`config.mk`:
```
export PLATFORM = sky130hd
export DESIGN_NAME = imem_sync
export DESIGN_NICKNAME = d
export VERILOG_FILES = /design/src/rtl/imem_pkg.sv /design/src/rtl/imem_init_seq.sv /design/src/rtl/imem_sync.sv
export SDC_FILE = /design/constraint.sdc
export NUM_CORES = 1
export LEC_CHECK = 0
export ABC_AREA = 1
export BUFFER_PORTS_ARGS = -buffer_cell sky130_fd_sc_hd__buf_2
export CAP_MARGIN = 10
export CORE_AREA = 2 2 227 229
export DETAILED_ROUTE_END_ITERATION = 12
export DIE_AREA = 0 0 229 231
export PLACE_DENSITY = 0.43
export SETUP_SLACK_MARGIN = 0.3
export SKIP_CTS_REPAIR_TIMING = 1
export SYNTH_ARGS = -nofsm -noshare
export SYNTH_HDL_FRONTEND = slang
export SYNTH_HIERARCHICAL = 1
export SYNTH_SLANG_ARGS = --single-unit
```
`constraint.sdc`:
```
create_clock -name clk -period 3.05 [get_ports clk]
set_input_delay 0.61 -clock clk [delete_from_list [all_inputs] [get_ports clk]]
set_output_delay 0.61 -clock clk [all_outputs]
set_load 0.01 [all_outputs]
```
`src/rtl/imem_pkg.sv`:
```
// imem_pkg: shared definitions for the instruction memory slice.
//   IMEM_NOP_INST  default fill / fault-response word (addi x0,x0,0)
//   imem_state_e   init sequencer states
//   imem_fault_e   fault cause encoding (debug visibility only)
//   BOOT_PROG      8-word boot program used when IMEM_BOOT_PROG_EN is defined
package imem_pkg;

    localparam logic [31:0] IMEM_NOP_INST = 32'h0000_0013;
    localparam int unsigned BOOT_WORDS    = 8;

    typedef enum logic {
        IMEM_INIT,
        IMEM_RUN
    } imem_state_e;

    typedef enum logic [1:0] {
        FAULT_NONE         = 2'd0,
        FAULT_MISALIGNED   = 2'd1,
        FAULT_OUT_OF_RANGE = 2'd2
    } imem_fault_e;

    localparam logic [31:0] BOOT_PROG [BOOT_WORDS] = '{
        32'h0094_0333, 32'h4139_03b3, 32'h035a_02b3, 32'h017b_4e33,
        32'h019c_1eb3, 32'h01bd_5f33, 32'h00d6_7fb3, 32'h00f7_68b3
    };

    // Boot image word for a given index; words past the boot program get the fill value.
    function automatic logic [31:0] boot_word(input logic [31:0] idx, input logic [31:0] fill);
        if (idx < BOOT_WORDS) begin
            return BOOT_PROG[idx[2:0]];
        end
        return fill;
    endfunction

endpackage

```
`src/rtl/imem_init_seq.sv`:
```
// imem_init_seq: post-reset array fill sequencer for imem_sync.
// Walks the word index 0..DEPTH_WORDS-1, one write per cycle, then parks in RUN.
// Optional macro IMEM_BOOT_PROG_EN: fill words 0..7 with the boot program instead of NOPs.
// Ports:
//   clk        clock, rising edge
//   reset      synchronous, active-high; restarts the fill from index 0
//   init_busy  high while the fill is in progress
//   init_we    array write strobe for the fill
//   init_idx   word index being filled
//   init_data  word value being filled
module imem_init_seq
    import imem_pkg::*;
#(
    parameter int unsigned DEPTH_WORDS = 8,
    parameter int unsigned IDX_W       = 3,
    parameter logic [31:0] NOP_INST    = IMEM_NOP_INST
) (
    input  logic             clk,
    input  logic             reset,
    output logic             init_busy,
    output logic             init_we,
    output logic [IDX_W-1:0] init_idx,
    output logic [31:0]      init_data
);

    localparam logic [IDX_W-1:0] LAST_IDX = IDX_W'(DEPTH_WORDS - 1);

    imem_state_e      state_q, state_d;
    logic [IDX_W-1:0] cnt_q, cnt_d;

    always_ff @(posedge clk) begin
        if (reset) begin
            state_q <= IMEM_INIT;
            cnt_q   <= '0;
        end else begin
            state_q <= state_d;
            cnt_q   <= cnt_d;
        end
    end

    always_comb begin
        state_d   = state_q;
        cnt_d     = cnt_q;
        init_busy = 1'b0;
        init_we   = 1'b0;
        unique case (state_q)
            IMEM_INIT: begin
                init_busy = 1'b1;
                init_we   = 1'b1;
                if (cnt_q == LAST_IDX) begin
                    state_d = IMEM_RUN;
                    cnt_d   = '0;
                end else begin
                    cnt_d = cnt_q + 1'b1;
                end
            end
            IMEM_RUN: begin
            end
        endcase
    end

    assign init_idx = cnt_q;

`ifdef IMEM_BOOT_PROG_EN
    assign init_data = boot_word(32'(cnt_q), NOP_INST);
`else
    assign init_data = NOP_INST;
`endif

endmodule

```
`src/rtl/imem_sync.sv`:
```
// imem_sync: synchronous RV32 instruction memory with a one-cycle registered response.
// Optional macro IMEM_BOOT_PROG_EN (handled in imem_init_seq): boot program preload.
// Ports:
//   clk, reset             clock (rising edge), synchronous active-high reset
//   req_valid/ready/addr   fetch request channel (byte address)
//   resp_valid/ready       response channel handshake
//   resp_inst, resp_fault  fetched word (NOP on fault) and misaligned/out-of-range flag
//   wr_en/addr/data/be     program-load write port with byte enables (RUN state only)
//   init_busy              array fill in progress; requests and writes ignored
module imem_sync
    import imem_pkg::*;
#(
    parameter int unsigned DEPTH_WORDS = 8,
    parameter int unsigned ADDR_W      = 32,
    parameter logic [31:0] NOP_INST    = IMEM_NOP_INST
) (
    input  logic              clk,
    input  logic              reset,
    input  logic              req_valid,
    output logic              req_ready,
    input  logic [ADDR_W-1:0] req_addr,
    output logic              resp_valid,
    input  logic              resp_ready,
    output logic [31:0]       resp_inst,
    output logic              resp_fault,
    input  logic              wr_en,
    input  logic [ADDR_W-1:0] wr_addr,
    input  logic [31:0]       wr_data,
    input  logic [3:0]        wr_be,
    output logic              init_busy
);

    localparam int unsigned IDX_W  = (DEPTH_WORDS > 1) ? $clog2(DEPTH_WORDS) : 1;
    localparam int unsigned WIDX_W = ADDR_W - 2;
    localparam logic [WIDX_W-1:0] DEPTH_LIM = WIDX_W'(DEPTH_WORDS);

    logic [31:0] mem [DEPTH_WORDS];

    logic             init_we;
    logic [IDX_W-1:0] init_idx;
    logic [31:0]      init_data;

    imem_init_seq #(
        .DEPTH_WORDS (DEPTH_WORDS),
        .IDX_W       (IDX_W),
        .NOP_INST    (NOP_INST)
    ) u_init_seq (
        .clk       (clk),
        .reset     (reset),
        .init_busy (init_busy),
        .init_we   (init_we),
        .init_idx  (init_idx),
        .init_data (init_data)
    );

    logic run;
    assign run = !init_busy;

    // Fetch decode
    logic [WIDX_W-1:0] req_idx;
    imem_fault_e       req_cause;
    logic              req_fault;
    logic              accept;

    assign req_idx = req_addr[ADDR_W-1:2];

    always_comb begin
        req_cause = FAULT_NONE;
        if (req_addr[1:0] != 2'b00) begin
            req_cause = FAULT_MISALIGNED;
        end else if (req_idx >= DEPTH_LIM) begin
            req_cause = FAULT_OUT_OF_RANGE;
        end
    end

    assign req_fault = (req_cause != FAULT_NONE);
    assign req_ready = run && (!resp_valid || resp_ready);
    assign accept    = req_valid && req_ready;

    // Write decode
    logic [WIDX_W-1:0] wr_idx;
    logic              wr_ok;

    assign wr_idx = wr_addr[ADDR_W-1:2];
    assign wr_ok  = run && wr_en && (wr_addr[1:0] == 2'b00) && (wr_idx < DEPTH_LIM);

    // Array has no reset; the init sequencer rewrites every word after each reset.
    always_ff @(posedge clk) begin
        if (init_we) begin
            mem[init_idx] <= init_data;
        end else if (wr_ok) begin
            for (int b = 0; b < 4; b++) begin
                if (wr_be[b]) begin
                    mem[wr_idx[IDX_W-1:0]][8*b +: 8] <= wr_data[8*b +: 8];
                end
            end
        end
    end

    // Response register; reading mem here sees the pre-write word (read-before-write).
    logic        resp_valid_q, resp_valid_d;
    logic [31:0] resp_inst_q, resp_inst_d;
    logic        resp_fault_q, resp_fault_d;

    always_comb begin
        resp_valid_d = resp_valid_q;
        resp_inst_d  = resp_inst_q;
        resp_fault_d = resp_fault_q;
        if (accept) begin
            resp_valid_d = 1'b1;
            resp_fault_d = req_fault;
            if (req_fault) begin
                resp_inst_d = NOP_INST;
            end else begin
                resp_inst_d = mem[req_idx[IDX_W-1:0]];
            end
        end else if (resp_ready) begin
            resp_valid_d = 1'b0;
        end
    end

    always_ff @(posedge clk) begin
        if (reset) begin
            resp_valid_q <= 1'b0;
            resp_inst_q  <= NOP_INST;
            resp_fault_q <= 1'b0;
        end else begin
            resp_valid_q <= resp_valid_d;
            resp_inst_q  <= resp_inst_d;
            resp_fault_q <= resp_fault_d;
        end
    end

    assign resp_valid = resp_valid_q;
    assign resp_inst  = resp_inst_q;
    assign resp_fault = resp_fault_q;

endmodule

```
# Yosys cells after proc, flatten, opt, wreduce, memory -nomap -nowiden
# Memories as Yosys holds them, arrays and structs flattened.
# Index checks and enable logic that the tools add are counted.
classes:
  eq_ne: 1
  n_div: 0
  magnitude_cmp: 2
  n_reduce_logical: 12
  n_mul: 0
  n_mux: 28
  shifts: 0
  n_addsub: 1
  n_bitwise: 0
ops:
  columns: ["operator", "n"]
  rows:
  - ["$mux 32", 2]
  - ["$reduce_or 32->1", 1]
  - ["$ge 30x4->1 const B", 1]
  - ["$lt 30x4->1 const B", 1]
  - ["$mux 1", 21]
  - ["$mux 3", 2]
  - ["$reduce_bool 2->1", 3]
  - ["$logic_and 1x1->1", 5]
  - ["$mux 2", 2]
  - ["$mux 4", 1]
  - ["$add 3x1->3 const B", 1]
  - ["$eq 3x3->1 const B", 1]
  - ["$logic_not 2->1", 1]
  - ["$logic_not 1->1", 1]
  - ["$logic_or 1x1->1", 1]
word_totals:
  mem_bits_ro: 0
  output_inout_bits: 36
  mem_count: 1
  ram_bits: 256
  ff_bits: 38
  latch_bits: 0
  elab_cells: 50
mem_list:
  columns: ["memory", "depth", "width", "read_ports", "rd_clocked_by_memory_dff", "wr", "line_no", "rtl"]
  rows:
  - ["mem", 8, 32, 1, 0, 1, "imem_sync.sv:37", "logic [31:0] mem [DEPTH_WORDS];"]

# Depth between registers and ports, before layout
# Gate-level depths: netlist (run 1).
logic_depth:
  word_depth: 8
  ltp_mapped: 12
  mapped_depth_nobuf: 12

# Hierarchy
# Netlist (run 1), hierarchy kept.
modules_own_cells:
  columns: ["mod", "cells_per_inst", "seq_area_each_um2", "instances", "area_per_inst_um2"]
  rows:
  - ["imem_sync", 992, 8368.0, 1, 12044.1]
  - ["imem_init_seq", 55, 80.1, 1, 417.9]

# Worst setup path before layout (run 1)
# No wires, ideal clock.
synth_timing:
  kind: "input -> register"
  start: "input wr_addr[16]"
  end: "memory mem[6][0] (enable)"
  setup_slack_ns: 0.519
  arrival_ns: 2.148
  cell_stages: 9
  path_buffers: 0
  cell_sequence: "nor2_1 -> nand2_1 -> nor2_1 -> nand2_1 -> nor2_4 -> o2111ai_1 -> nand2_2 -> nand2_1 -> nor3_1"
synth_between:
  elab_chain_len: 7
  word_cells_on_any_way: 17
  classes_between: "order compare (1); mux (14); reduce/logical (2)"
synth_rtl:
  columns: ["item", "line_no", "rtl"]
  rows:
  - ["start, declared", "imem_sync.sv:27", "input logic [ADDR_W-1:0] wr_addr,"]
  - ["$lt 30x4->1 (*)", "imem_sync.sv:85", "assign wr_ok = run && wr_en && (wr_addr[1:0] == 2'b00) && (wr_idx < DEPTH_LIM);"]
  - ["$logic_and 1x1->1 (*)", "imem_sync.sv:85", null]
  - ["$mux 1", "imem_sync.sv:91", "end else if (wr_ok) begin"]
  - ["$mux 1", "imem_sync.sv:89", "if (init_we) begin"]
  - ["$mux 1 (not written as such)", "imem_sync.sv:94", "mem[wr_idx[IDX_W-1:0]][8*b +: 8] <= wr_data[8*b +: 8];"]
  - ["$reduce_or 32->1 (no source line)", null, null]
  - ["$mux 3 (no source line) or $mux 4 (tied branches)", null, null]
  - ["end, declared", "imem_sync.sv:37", null]
# Mark *: on every way between the ends. The rest lies on a longest branch, timed or not.

# Worst setup path after layout (run 1)
layout_timing:
  start: "register u_init_seq.state_q"
  end: "memory mem[7][20] (enable)"
layout_between:
  elab_chain_len: 8
  word_cells_on_any_way: 19
  classes_between: "mux (15); reduce/logical (4)"
layout_rtl:
  columns: ["item", "line_no", "rtl"]
  rows:
  - ["start, declared", "imem_init_seq.sv:28", "imem_state_e state_q, state_d;"]
  - ["start signal, assigned", "imem_init_seq.sv:36", "state_q <= state_d;"]
  - ["$logic_and 1x1->1 (3 in a row)", "imem_sync.sv:85", null]
  - ["$mux 1", "imem_sync.sv:91", null]
  - ["$mux 1", "imem_sync.sv:89", null]
  - ["$mux 1 (not written as such)", "imem_sync.sv:94", null]
  - ["$reduce_or 32->1 (no source line)", null, null]
  - ["$mux 3 (no source line) or $mux 4 (tied branches)", null, null]
# Parallel ways exist; a longest one is shown, timed or not.

==> flow_metrics.env, run 1 <==
export IMPL_rsz0062_at_grt="no"
export IMPL_fin_area_um2=15100
export IMPL_first_pass_iters=7
export IMPL_grt_ovfl_total=0
export IMPL_routabilityCongestion=0.721
export IMPL_cp_top_family="simple AND/OR/NAND/NOR gates"
export IMPL_synthDistinctLibCells=32
export IMPL_setup_viol=0
export IMPL_ir_worst_vdd_mv=0.268
export IMPL_yosys_top_cells_count="edfxtp_1 (256), nor2_1 (228), o21ai_0 (110)"
export IMPL_reg2reg_depth=11
export IMPL_die_width_um=229
export IMPL_min_path_cells=2
export IMPL_grt_usage=0.128
export IMPL_critPathMaxStageDelay_ns=0.38
export IMPL_detail_route_vias_per_cell=4.36
export IMPL_routed_wl_mm=33.7
export IMPL_rr_endpoint="mem[7][20]"
export IMPL_antenna_cells=0
export IMPL_path_common_cell="nor2_1"
export IMPL_fillers=5316
export IMPL_cts_buffers=34
export IMPL_startpoint_type="flop"
export IMPL_fmax_ghz=0.437
export IMPL_final_setup_worst_slack_ns=0.760
export IMPL_nNetsFinal=1317
export IMPL_chipHeight_um=231
export IMPL_drt_iter0_markers=475
export IMPL_synthXorXnorAreaFrac=0
export IMPL_drc=0
export IMPL_cts_path_max_buffers=3
export IMPL_synth_seq_area_share=0.678
export IMPL_synthArstFlopShare=0
export IMPL_synth_simple_area_share=0.117
export IMPL_cp_cell_sequence="inv_2 > nor2_1 > nand2_1 > nor2_1 > nand2_1 > nor2_4 > o2111ai_1 > nand2_4 > nand3_1 > nor2_1 > buf_4"
export IMPL_hp_class="reg2reg"
export IMPL_worstSkewPairLatency_ns=0.52
export IMPL_cts_clk_slew_worst_paths_ns=0.06
export IMPL_core_area_um2=50700
export IMPL_cts_num_sinks=294
export IMPL_slowest_stage="dfxtp_1"
export IMPL_final_layout_size_suffix_gt1_frac=0.257
export IMPL_hp_start="resp_inst[20]"
export IMPL_io_buffers=140
export IMPL_grt_max_degree=129
export IMPL_synth_top_family_by_area="compound AO/OA/AOI/OAI gates"
export IMPL_h_tree_depth=2
export IMPL_r2r_start="u_init_seq/state_q"
export IMPL_detail_route_antenna_nets=0
export IMPL_place_area_um2=14000
export IMPL_worstMarginPinSlew_ns=0.696
export IMPL_ioPinCount=141
export IMPL_avgSynthCellArea_um2=11.9
export IMPL_synth_fa_ha_area_frac=0.00201
export IMPL_finalSetupTns_ns=0
export IMPL_path_class="reg2reg"
export IMPL_hold_viol=0
export IMPL_dp_worst_setup_slack_ns=0.412
export IMPL_synth_compound_area_share=0.122
export IMPL_synth_edf_count=256
export IMPL_cap_violations=0
export IMPL_grt_pass1_vias=8361
export IMPL_finClkSkew_ns=0.0261
export IMPL_status="completed"
export IMPL_cp_arrival_ns=2.50
export IMPL_synthesis_area_um2=12500
export IMPL_period_needed_ns=2.29
export IMPL_rows=83
export IMPL_synthFlopType="edfxtp_1"
export IMPL_muxShareOfSynthArea=0.0289
export IMPL_hpwlAfterDp_mm=21.8
export IMPL_leakage_nw=5.36
export IMPL_vias=8339
export IMPL_power_density_nw_per_um2=622
export IMPL_ff2ff_setup_slack_ns=0.76
export IMPL_wire_per_inst_um=17.6
export IMPL_cts_root_buf="clkbuf_16"
export IMPL_initial_core_util=0.246
export IMPL_crit_path_end_kind="flop"
export IMPL_synthTopCellsByArea="edfxtp_1 (62%), nor2_1 (6.9%), dfxtp_1 (6.1%)"
export IMPL_drv_slew=0
export IMPL_worst_slew_margin_rel=0.536
export IMPL_synthCells=1047
export IMPL_synth_warnings=6
export IMPL_fin_crit_sh=0.751
export IMPL_area_growth_pct=21.3
export IMPL_crit_required_ns=3.26
export IMPL_die_area_um2=52900
export IMPL_cts_tree="done"
export IMPL_synth_most_common_cell="edfxtp_1"
export IMPL_synthDominantCellAreaShare=0.617
export IMPL_antenna_found_initial=1
export IMPL_synth_seq_cells=294
export IMPL_synth_area_leader_cell="edfxtp_1"
export IMPL_grt_pass1_wl_mm=51.4
export IMPL_path_buf_inv=2
export IMPL_critical_path_max_fanout=9
export IMPL_worstHoldEndpoint="resp_inst[20]"
## cell usage in the layout, fill, tap and decap left out, drive strengths merged
cell      netlist  layout
o211ai          1       1
edfxtp        256     256
nor3            5       5
bufinv          0       4
clkbuf         40      42
ha              2       2
clkinv          1      10
a21oi          37      37
o21bai          1       1
conb            2      32
o21ai         130     130
o221ai         35      35
o221a          29      29
o2111ai         3       3
nor2          230     230
clkinvlp        0       4
nand3          11      11
inv            17      17
nor3b           1       1
buf            57     194
nand2         117     117
nand4           2       2
dfxtp          38      38
mux2           32      32
## area by class of cell
type,instances,area (µm²),share of cell area
Sequential cell,294,8450,0.559
Multi-Input combinational cell,668,3490,0.231
Timing Repair Buffer,194,1150,0.0758
Clock buffer,42,912,0.0603
Tap cell,680,851,0.0563
Clock inverter,17,199,0.0132
Inverter,18,68.8,0.00455
## worst register-to-register path, delay by kind of cell (launching register included)
family	cells	cell delay [ns]
flops	1	0.38
buf+inv	2	0.24
simple gates	8	1.13
compound gates	1	0.24
## how the worst max path moves through the flow
stage               slack [ns]    endpoint  depth (start not counted)                from
finish                    0.76  mem[7][20]                         11  u_init_seq/state_q
global route              0.48  mem[2][22]                         13  u_init_seq/state_q
detailed placement        0.41  mem[7][11]                         11          wr_addr[7]
CTS                       0.74  mem[7][19]                         11  u_init_seq/state_q
global placement          0.45  mem[7][26]                         11          wr_addr[7]
floorplan                 0.52   mem[6][0]                          9         wr_addr[16]
## report_power, final
part           internal (mW)  total, mW  switching [mW]
Combinational          0.235      0.705           0.470
Clock                   2.47       4.07            1.60
Sequential              4.60       4.64          0.0412
## stage by stage
| stage | hold WS (ns) | std cells | total power [mW] | utilization |
|---|---|---|---|---|
| final | 0.461 | 1913 | 9.41 | 0.298 |
| after global routing | 0.478 | 1913 | 9.76 | 0.298 |
| after CTS | 0.464 | 1913 | 9.55 | 0.298 |
| after detailed placement | 0.454 | 1854 | 5.45 | 0.276 |
| after global placement | 0.452 | 1854 | 5.44 | 0.276 |
| after floorplan | 0.485 | 1077 | 5.13 | - |
## state kept, by name, summed over array words and instances (netlist names)
register	flops
resp_fault	1
resp_inst	32
resp_valid	1
u_init_seq/init_idx	3
u_init_seq/state_q	1
mem	256
## layer usage
layer	GRT usage	share of wire	up-vias	wire length [µm]
met5	0	0	-	0
met4	0.0369	0.019	0	638
met3	0.0238	0.050	37	1700
met2	0.211	0.46	202	15600
met1	0.171	0.47	4058	15800
li1	-	-	4042	-
## kinds of logic (layout without fill, tap and decap cells)
group / after synthesis / after routing
adders and majority gates: 2 / 2
DFF: 294 / 294
buffers and inverters: 115 / 271
AOI/OAI and AO/OA: 236 / 236
muxes: 32 / 32
and+or+nand+nor: 366 / 366
other: 2 / 32
No activity file was read; power rests on OpenSTA's default activity.
==> run 2: changes to the inputs <==
==> constraint.sdc (replaced) <==
create_clock -name clk -period 2.35 [get_ports clk]
set_input_delay 0.47 -clock clk [delete_from_list [all_inputs] [get_ports clk]]
set_output_delay 0.47 -clock clk [all_outputs]
set_load 0.01 [all_outputs]
==> run 2 against run 1 <==
Critical path depth is 1 higher. Sequential power up 30%. Total power increased by 35%. Combinational power grew 63%. Cell area up 7.0%. Register-to-register slack worse by 0.68 ns. Final cell count rose by 1.3%.
==> flow_metrics.env, run 2 (synthesis results as in run 1) <==
export IMPL_status="completed"
export IMPL_largest_reg_flops=256
export IMPL_drc=0
export IMPL_path_class="reg2reg"
export IMPL_grt_pass1_vias=8496
export IMPL_grt_pass1_wl_mm=52.3
export IMPL_setup_viol=0
export IMPL_cts_tree="done"
export IMPL_routed_wl_mm=34.8
export IMPL_grt_ovfl_total=0
export IMPL_startpoint_type="flop"
export IMPL_wire_per_inst_um=18.0
export IMPL_cts_clk_slew_worst_paths_ns=0.06
export IMPL_worstMarginPinSlew_ns=0.792
export IMPL_crit_required_ns=2.58
export IMPL_final_layout_size_suffix_gt1_frac=0.298
export IMPL_hpwlAfterDp_mm=22.4
export IMPL_hold_viol=0
export IMPL_rsz0062_at_grt="yes"
export IMPL_dp_worst_setup_slack_ns=-0.0901
export IMPL_grt_max_degree=75
export IMPL_antenna_cells=0
export IMPL_finClkSkew_ns=0.0140
export IMPL_cts_path_max_buffers=3
export IMPL_place_area_um2=14700
export IMPL_critPathMaxStageDelay_ns=0.36
export IMPL_h_tree_depth=2
export IMPL_worst_slew_margin_rel=0.472
export IMPL_largest_register="mem"
export IMPL_detail_route_vias_per_cell=4.39
export IMPL_chipHeight_um=231
export IMPL_first_pass_iters=6
export IMPL_routabilityCongestion=0.731
export IMPL_antenna_found_initial=2
export IMPL_critical_path_max_fanout=8
export IMPL_initial_core_util=0.246
export IMPL_slowest_stage="dfxtp_2"
export IMPL_crit_path_end_kind="flop"
export IMPL_power_density_nw_per_um2=784
export IMPL_cts_root_buf="clkbuf_16"
export IMPL_area_growth_pct=29.9
export IMPL_worstSkewPairLatency_ns=0.52
export IMPL_cts_num_sinks=294
export IMPL_leakage_nw=5.72
export IMPL_cap_violations=0
export IMPL_die_area_um2=52900
export IMPL_detail_route_antenna_nets=0
export IMPL_io_buffers=140
export IMPL_die_width_um=229
export IMPL_hp_class="in2reg"
export IMPL_ir_worst_vdd_mv=0.337
export IMPL_cts_buffers=34
export IMPL_final_setup_worst_slack_ns=0.0788
export IMPL_fin_area_um2=16200
export IMPL_fmax_ghz=0.440
export IMPL_fin_util=0.319
export IMPL_ioPinCount=141
export IMPL_period_needed_ns=2.27
export IMPL_final_common_cell="edfxtp_1"
export IMPL_fin_crit_sh=0.966
export IMPL_drt_iter0_markers=545
export IMPL_drv_slew=0
export IMPL_rows=83
export IMPL_grt_usage=0.130
export IMPL_core_area_um2=50700
export IMPL_nNetsFinal=1338
export IMPL_final_cell_mix="edfxtp_1 (256), nor2_1 (200), buf_2 (139), o21ai_0 (110), nand2_1 (106)"
export IMPL_vias=8505
export IMPL_cp_cell_sequence="inv_2 > nor2_1 > nand2_1 > nor2_1 > nand2_1 > nor2_4 > buf_12 > o2111ai_4 > nand2_4 > nand2_2 > nor3_4 > buf_12"
export IMPL_cp_arrival_ns=2.50
-- run 2: changes by cell type in the layout (fill, tap and decap cells not counted), sizes merged --
| cell | before | now |
|---|---|---|
| clkinvlp | 4 | 1 |
| clkbuf | 42 | 47 |
| inv | 17 | 16 |
| clkinv | 10 | 11 |
| bufinv | 4 | 5 |
| buf | 194 | 215 |
-- run 2: worst paths after layout --
check	start	slack, ns	cells past startpoint	endpoint
max	u_init_seq/state_q	0.08	12	mem[6][16]
min	wr_data[30]	0.34	2	mem[0][30]
max reg2reg	u_init_seq/state_q	0.08	12	mem[6][16]
min reg2reg	resp_inst[20]	0.46	2	resp_inst[20]
-- run 2: worst max-delay path: cells and delay by family (launching register included) --
kind / cells / cell delay, ns
buffers and inverters: 3 / 0.37
AO/OA/AOI/OAI: 1 / 0.10
AND/OR/NAND/NOR: 8 / 1.14
flip-flops: 1 / 0.36
-- run 2: final cells by class --
| cell class | count | area (µm²) |
|---|---|---|
| Clock buffer | 47 | 973 |
| Sequential cell | 294 | 8450 |
| Clock inverter | 15 | 195 |
| Timing Repair Buffer | 215 | 1790 |
| Inverter | 18 | 73.8 |
| Tap cell | 680 | 851 |
| Multi-Input combinational cell | 668 | 3850 |
| Fill cell | 5220 | 34500 |
-- run 2: report_power, final --
part           leakage [nW]  total, mW  internal, mW  switching (mW)
Sequential             2.66       6.02          5.97          0.0552
Clock                 0.566       5.52          3.45            2.07
Combinational          2.49       1.15         0.463           0.689
-- run 2: per-layer routing --
layer / GRT usage / vias up / wire (µm) / share of wire
li1: - / 4096 / - / -
met1: 0.176 / 4155 / 16200 / 0.47
met2: 0.214 / 207 / 16400 / 0.47
met3: 0.0232 / 43 / 1540 / 0.044
met4: 0.0365 / 4 / 675 / 0.019
met5: 0 / - / 23 / 0.00066
-- run 2: metrics by stage --
step	hold slack, ns	instances	total power [mW]	TNS [ns]
2_1_floorplan	0.490	1077	6.69	0
3_3_place_gp	0.451	1870	7.24	-3.19
3_5_place_dp	0.456	1870	7.25	-12.73
4_1_cts	0.322	1932	12.8	0
5_1_grt	0.331	1937	13.1	-0.559
6_report	0.335	1937	12.7	0
==> run 3: changes to the inputs <==
--- a/config.mk
+++ b/config.mk
@@ -5,13 +5,12 @@
 export SDC_FILE = /design/constraint.sdc
 export NUM_CORES = 1
 export LEC_CHECK = 0
-export ABC_AREA = 1
 export BUFFER_PORTS_ARGS = -buffer_cell sky130_fd_sc_hd__buf_2
 export CAP_MARGIN = 10
-export CORE_AREA = 2 2 227 229
+export CORE_AREA = 2 2 159 161
 export DETAILED_ROUTE_END_ITERATION = 12
-export DIE_AREA = 0 0 229 231
-export PLACE_DENSITY = 0.43
+export DIE_AREA = 0 0 161 163
+export PLACE_DENSITY = 0.72
 export SETUP_SLACK_MARGIN = 0.3
 export SKIP_CTS_REPAIR_TIMING = 1
 export SYNTH_ARGS = -nofsm -noshare
==> run 3 against run 2 <==
Via count fell by 19%. Highest routed layer is now met4. Setup slack improved by 0.20 ns. Die area fell by 50%. First-iteration DRC count fell by 27%. Synthesized cell count fell by 37%. Sequential power barely moved. Clock-buffer cell count fell by 12. Cell area fell by 4.8%. Largest cell class unchanged.
==> flow_metrics.env, run 3 <==
export IMPL_hpwlAfterDp_mm=18.1
export IMPL_fin_util=0.624
export IMPL_multi_input_area_um2=3840
export IMPL_critPathMaxStageDelay_ns=0.34
export IMPL_area_growth_pct=27.2
export IMPL_crit_path_start="u_init_seq/state_q"
export IMPL_setup_viol=0
export IMPL_grt_pass1_vias=7286
export IMPL_detail_route_antenna_nets=0
export IMPL_avgSynthCellArea_um2=18.3
export IMPL_busiest_layer="met2"
export IMPL_synth_seq_area_share=0.698
export IMPL_antenna_found_initial=1
export IMPL_worst_slew_margin_rel=0.604
export IMPL_fin_crit_sh=0.880
export IMPL_hp_start="reset"
export IMPL_die_area_um2=26200
export IMPL_synthFlopType="edfxtp_1"
export IMPL_worstSkewPairLatency_ns=0.54
export IMPL_grt_ovfl_total=0
export IMPL_power_density_nw_per_um2=733
export IMPL_rows=58
export IMPL_cts_tree="done"
export IMPL_chipHeight_um=163
export IMPL_drc=0
export IMPL_synthCells=660
export IMPL_wire_per_inst_um=21.5
export IMPL_synthDominantCellAreaShare=0.635
export IMPL_critical_path_max_fanout=8
export IMPL_yosys_top_cells_count="edfxtp_1 (256), mux4_2 (64), buf_4 (38), dfxtp_1 (38), a21oi_1 (34)"
export IMPL_io_buffers=140
export IMPL_ir_worst_vdd_mv=0.487
export IMPL_core_area_um2=24700
export IMPL_slowest_stage="mux2_4"
export IMPL_h_tree_depth=1
export IMPL_cts_root_buf="clkbuf_16"
export IMPL_drv_slew=0
export IMPL_synth_warnings=6
export IMPL_finalNonFillerCells=1243
export IMPL_startpoint_type="flop"
export IMPL_r2r_start="u_init_seq/state_q"
export IMPL_finClkSkew_ns=0.0198
export IMPL_cp_arrival_ns=2.34
export IMPL_first_pass_iters=5
export IMPL_synthDistinctLibCells=42
export IMPL_leakage_nw=5.49
export IMPL_seq_area_um2=8450
export IMPL_detail_route_vias_per_cell=5.53
export IMPL_cts_num_sinks=294
export IMPL_met3_usage=0.0323
export IMPL_fmax_ghz=0.484
export IMPL_period_needed_ns=2.07
export IMPL_largest_register="mem"
export IMPL_grt_pass1_wl_mm=40.2
export IMPL_crit_required_ns=2.62
export IMPL_final_cell_mix="edfxtp_1 (256), buf_2 (139), mux4_2 (64), buf_4 (49), dfxtp_1 (36)"
export IMPL_grt_usage=0.201
export IMPL_routabilityCongestion=0.880
export IMPL_use_met2=0.351
export IMPL_place_inst=1174
export IMPL_path_common_cell="buf_6"
export IMPL_hp_class="in2reg"
export IMPL_crit_path_end_kind="flop"
export IMPL_power_mw=11.3
export IMPL_cp_cell_sequence="inv_2 > nor4b_4 > nand4_1 > buf_6 > nor4_4 > buf_6 > buf_12 > mux2_4"
export IMPL_cts_path_max_buffers=3
export IMPL_path_class="reg2reg"
export IMPL_final_common_cell="edfxtp_1"
export IMPL_synth_edf_count=256
export IMPL_final_layout_size_suffix_gt1_frac=0.473
export IMPL_met1_usage=0.263
export IMPL_hold_ws_ns=0.226
export IMPL_drt_iter0_markers=399
export IMPL_synthesis_area_um2=12100
export IMPL_routed_wl_mm=26.7
export IMPL_cts_buffers=29
export IMPL_synthArstFlopShare=0
export IMPL_synthTopCellsByArea="edfxtp_1 (64%), mux4_2 (12%), dfxtp_1 (6.3%)"
export IMPL_synth_seq_cells=294
export IMPL_grt_max_degree=36
export IMPL_cap_violations=0
export IMPL_worstMarginPinSlew_ns=0.591
export IMPL_initial_core_util=0.491
export IMPL_rsz0062_at_grt="yes"
export IMPL_nNetsFinal=997
export IMPL_ioPinCount=141
export IMPL_synth_area_leader_cell="edfxtp_1"
export IMPL_largest_reg_flops=256
export IMPL_hold_viol=0
export IMPL_status="completed"
export IMPL_die_width_um=161
export IMPL_place_area_um2=14100
export IMPL_fillers=1727
export IMPL_vias=6878
export IMPL_cts_clk_slew_worst_paths_ns=0.06
export IMPL_fin_area_um2=15400
export IMPL_synth_most_common_cell="edfxtp_1"
run 3: changes by cell type after synthesis, moves of 10 or more:
cell / before / now
o2bb2ai_1: 0 / 29
o21ai_0: 110 / 6
nor4_1: 0 / 14
inv_1: 13 / 3
clkbuf_1: 37 / 19
nand2_1: 109 / 4
o221ai_1: 35 / 0
nor2_1: 228 / 19
mux4_2: 0 / 64
o21ai_1: 20 / 0
mux2i_1: 0 / 31
o221a_2: 20 / 0
run 3: critical path, delay by kind of cell (launching register included):
family | cells | cell delay, ns
buffers and inverters | 4 | 0.54
flip-flops | 1 | 0.33
multiplexers | 1 | 0.34
AND/OR/NAND/NOR | 3 | 0.59
run 3: final cells by class:
cell class,instances,area share
sequential,294,0.549
clock inverter,18,0.00707
timing repair buffer,237,0.118
tap,330,0.0268
antenna,1,0.000162
clock buffer,35,0.0486
multi-input combinational,324,0.249
inverter,4,0.00114
run 3: path summary, 6_finish.rpt:
| check | endpoint | slack (ns) | cells past startpoint |
|---|---|---|---|
| worst max register to register | mem[5][0] | 0.28 | 8 |
| worst min-delay path | u_init_seq/state_q | 0.23 | 2 |
| worst min register to register | resp_inst[5] | 0.45 | 1 |
| worst max-delay path | mem[5][0] | 0.28 | 8 |
run 3: stage by stage:
stage,TNS (ns),setup WS (ns)
global route,0,0.163
finish,0,0.283
CTS,0,0.191
global placement,-8.34,-0.135
detailed placement,-21.60,-0.199
floorplan,0,0.0106
run 3: logic make-up after synthesis:
family | after synthesis | synth area share
other | 2 | 0.000620
adder cells (fa/ha/maj) | 2 | 0.00207
AND/OR/NAND/NOR | 70 | 0.0351
AO/OA/AOI/OAI | 90 | 0.0515
flip-flops | 294 | 0.698
buffers and inverters | 72 | 0.0356
multiplexers | 130 | 0.177
run 3: per-layer routing:
layer	wire length [µm]	vias to the layer above
met5	0	-
met4	555	0
met3	1160	41
met2	13800	180
met1	11200	3547
li1	-	3110
run 3: report_power, final:
part | switching [mW] | internal, mW
clock network | 1.81 | 2.36
logic | 0.542 | 0.559
registers | 0.0662 | 5.95
total | 2.41 | 8.87
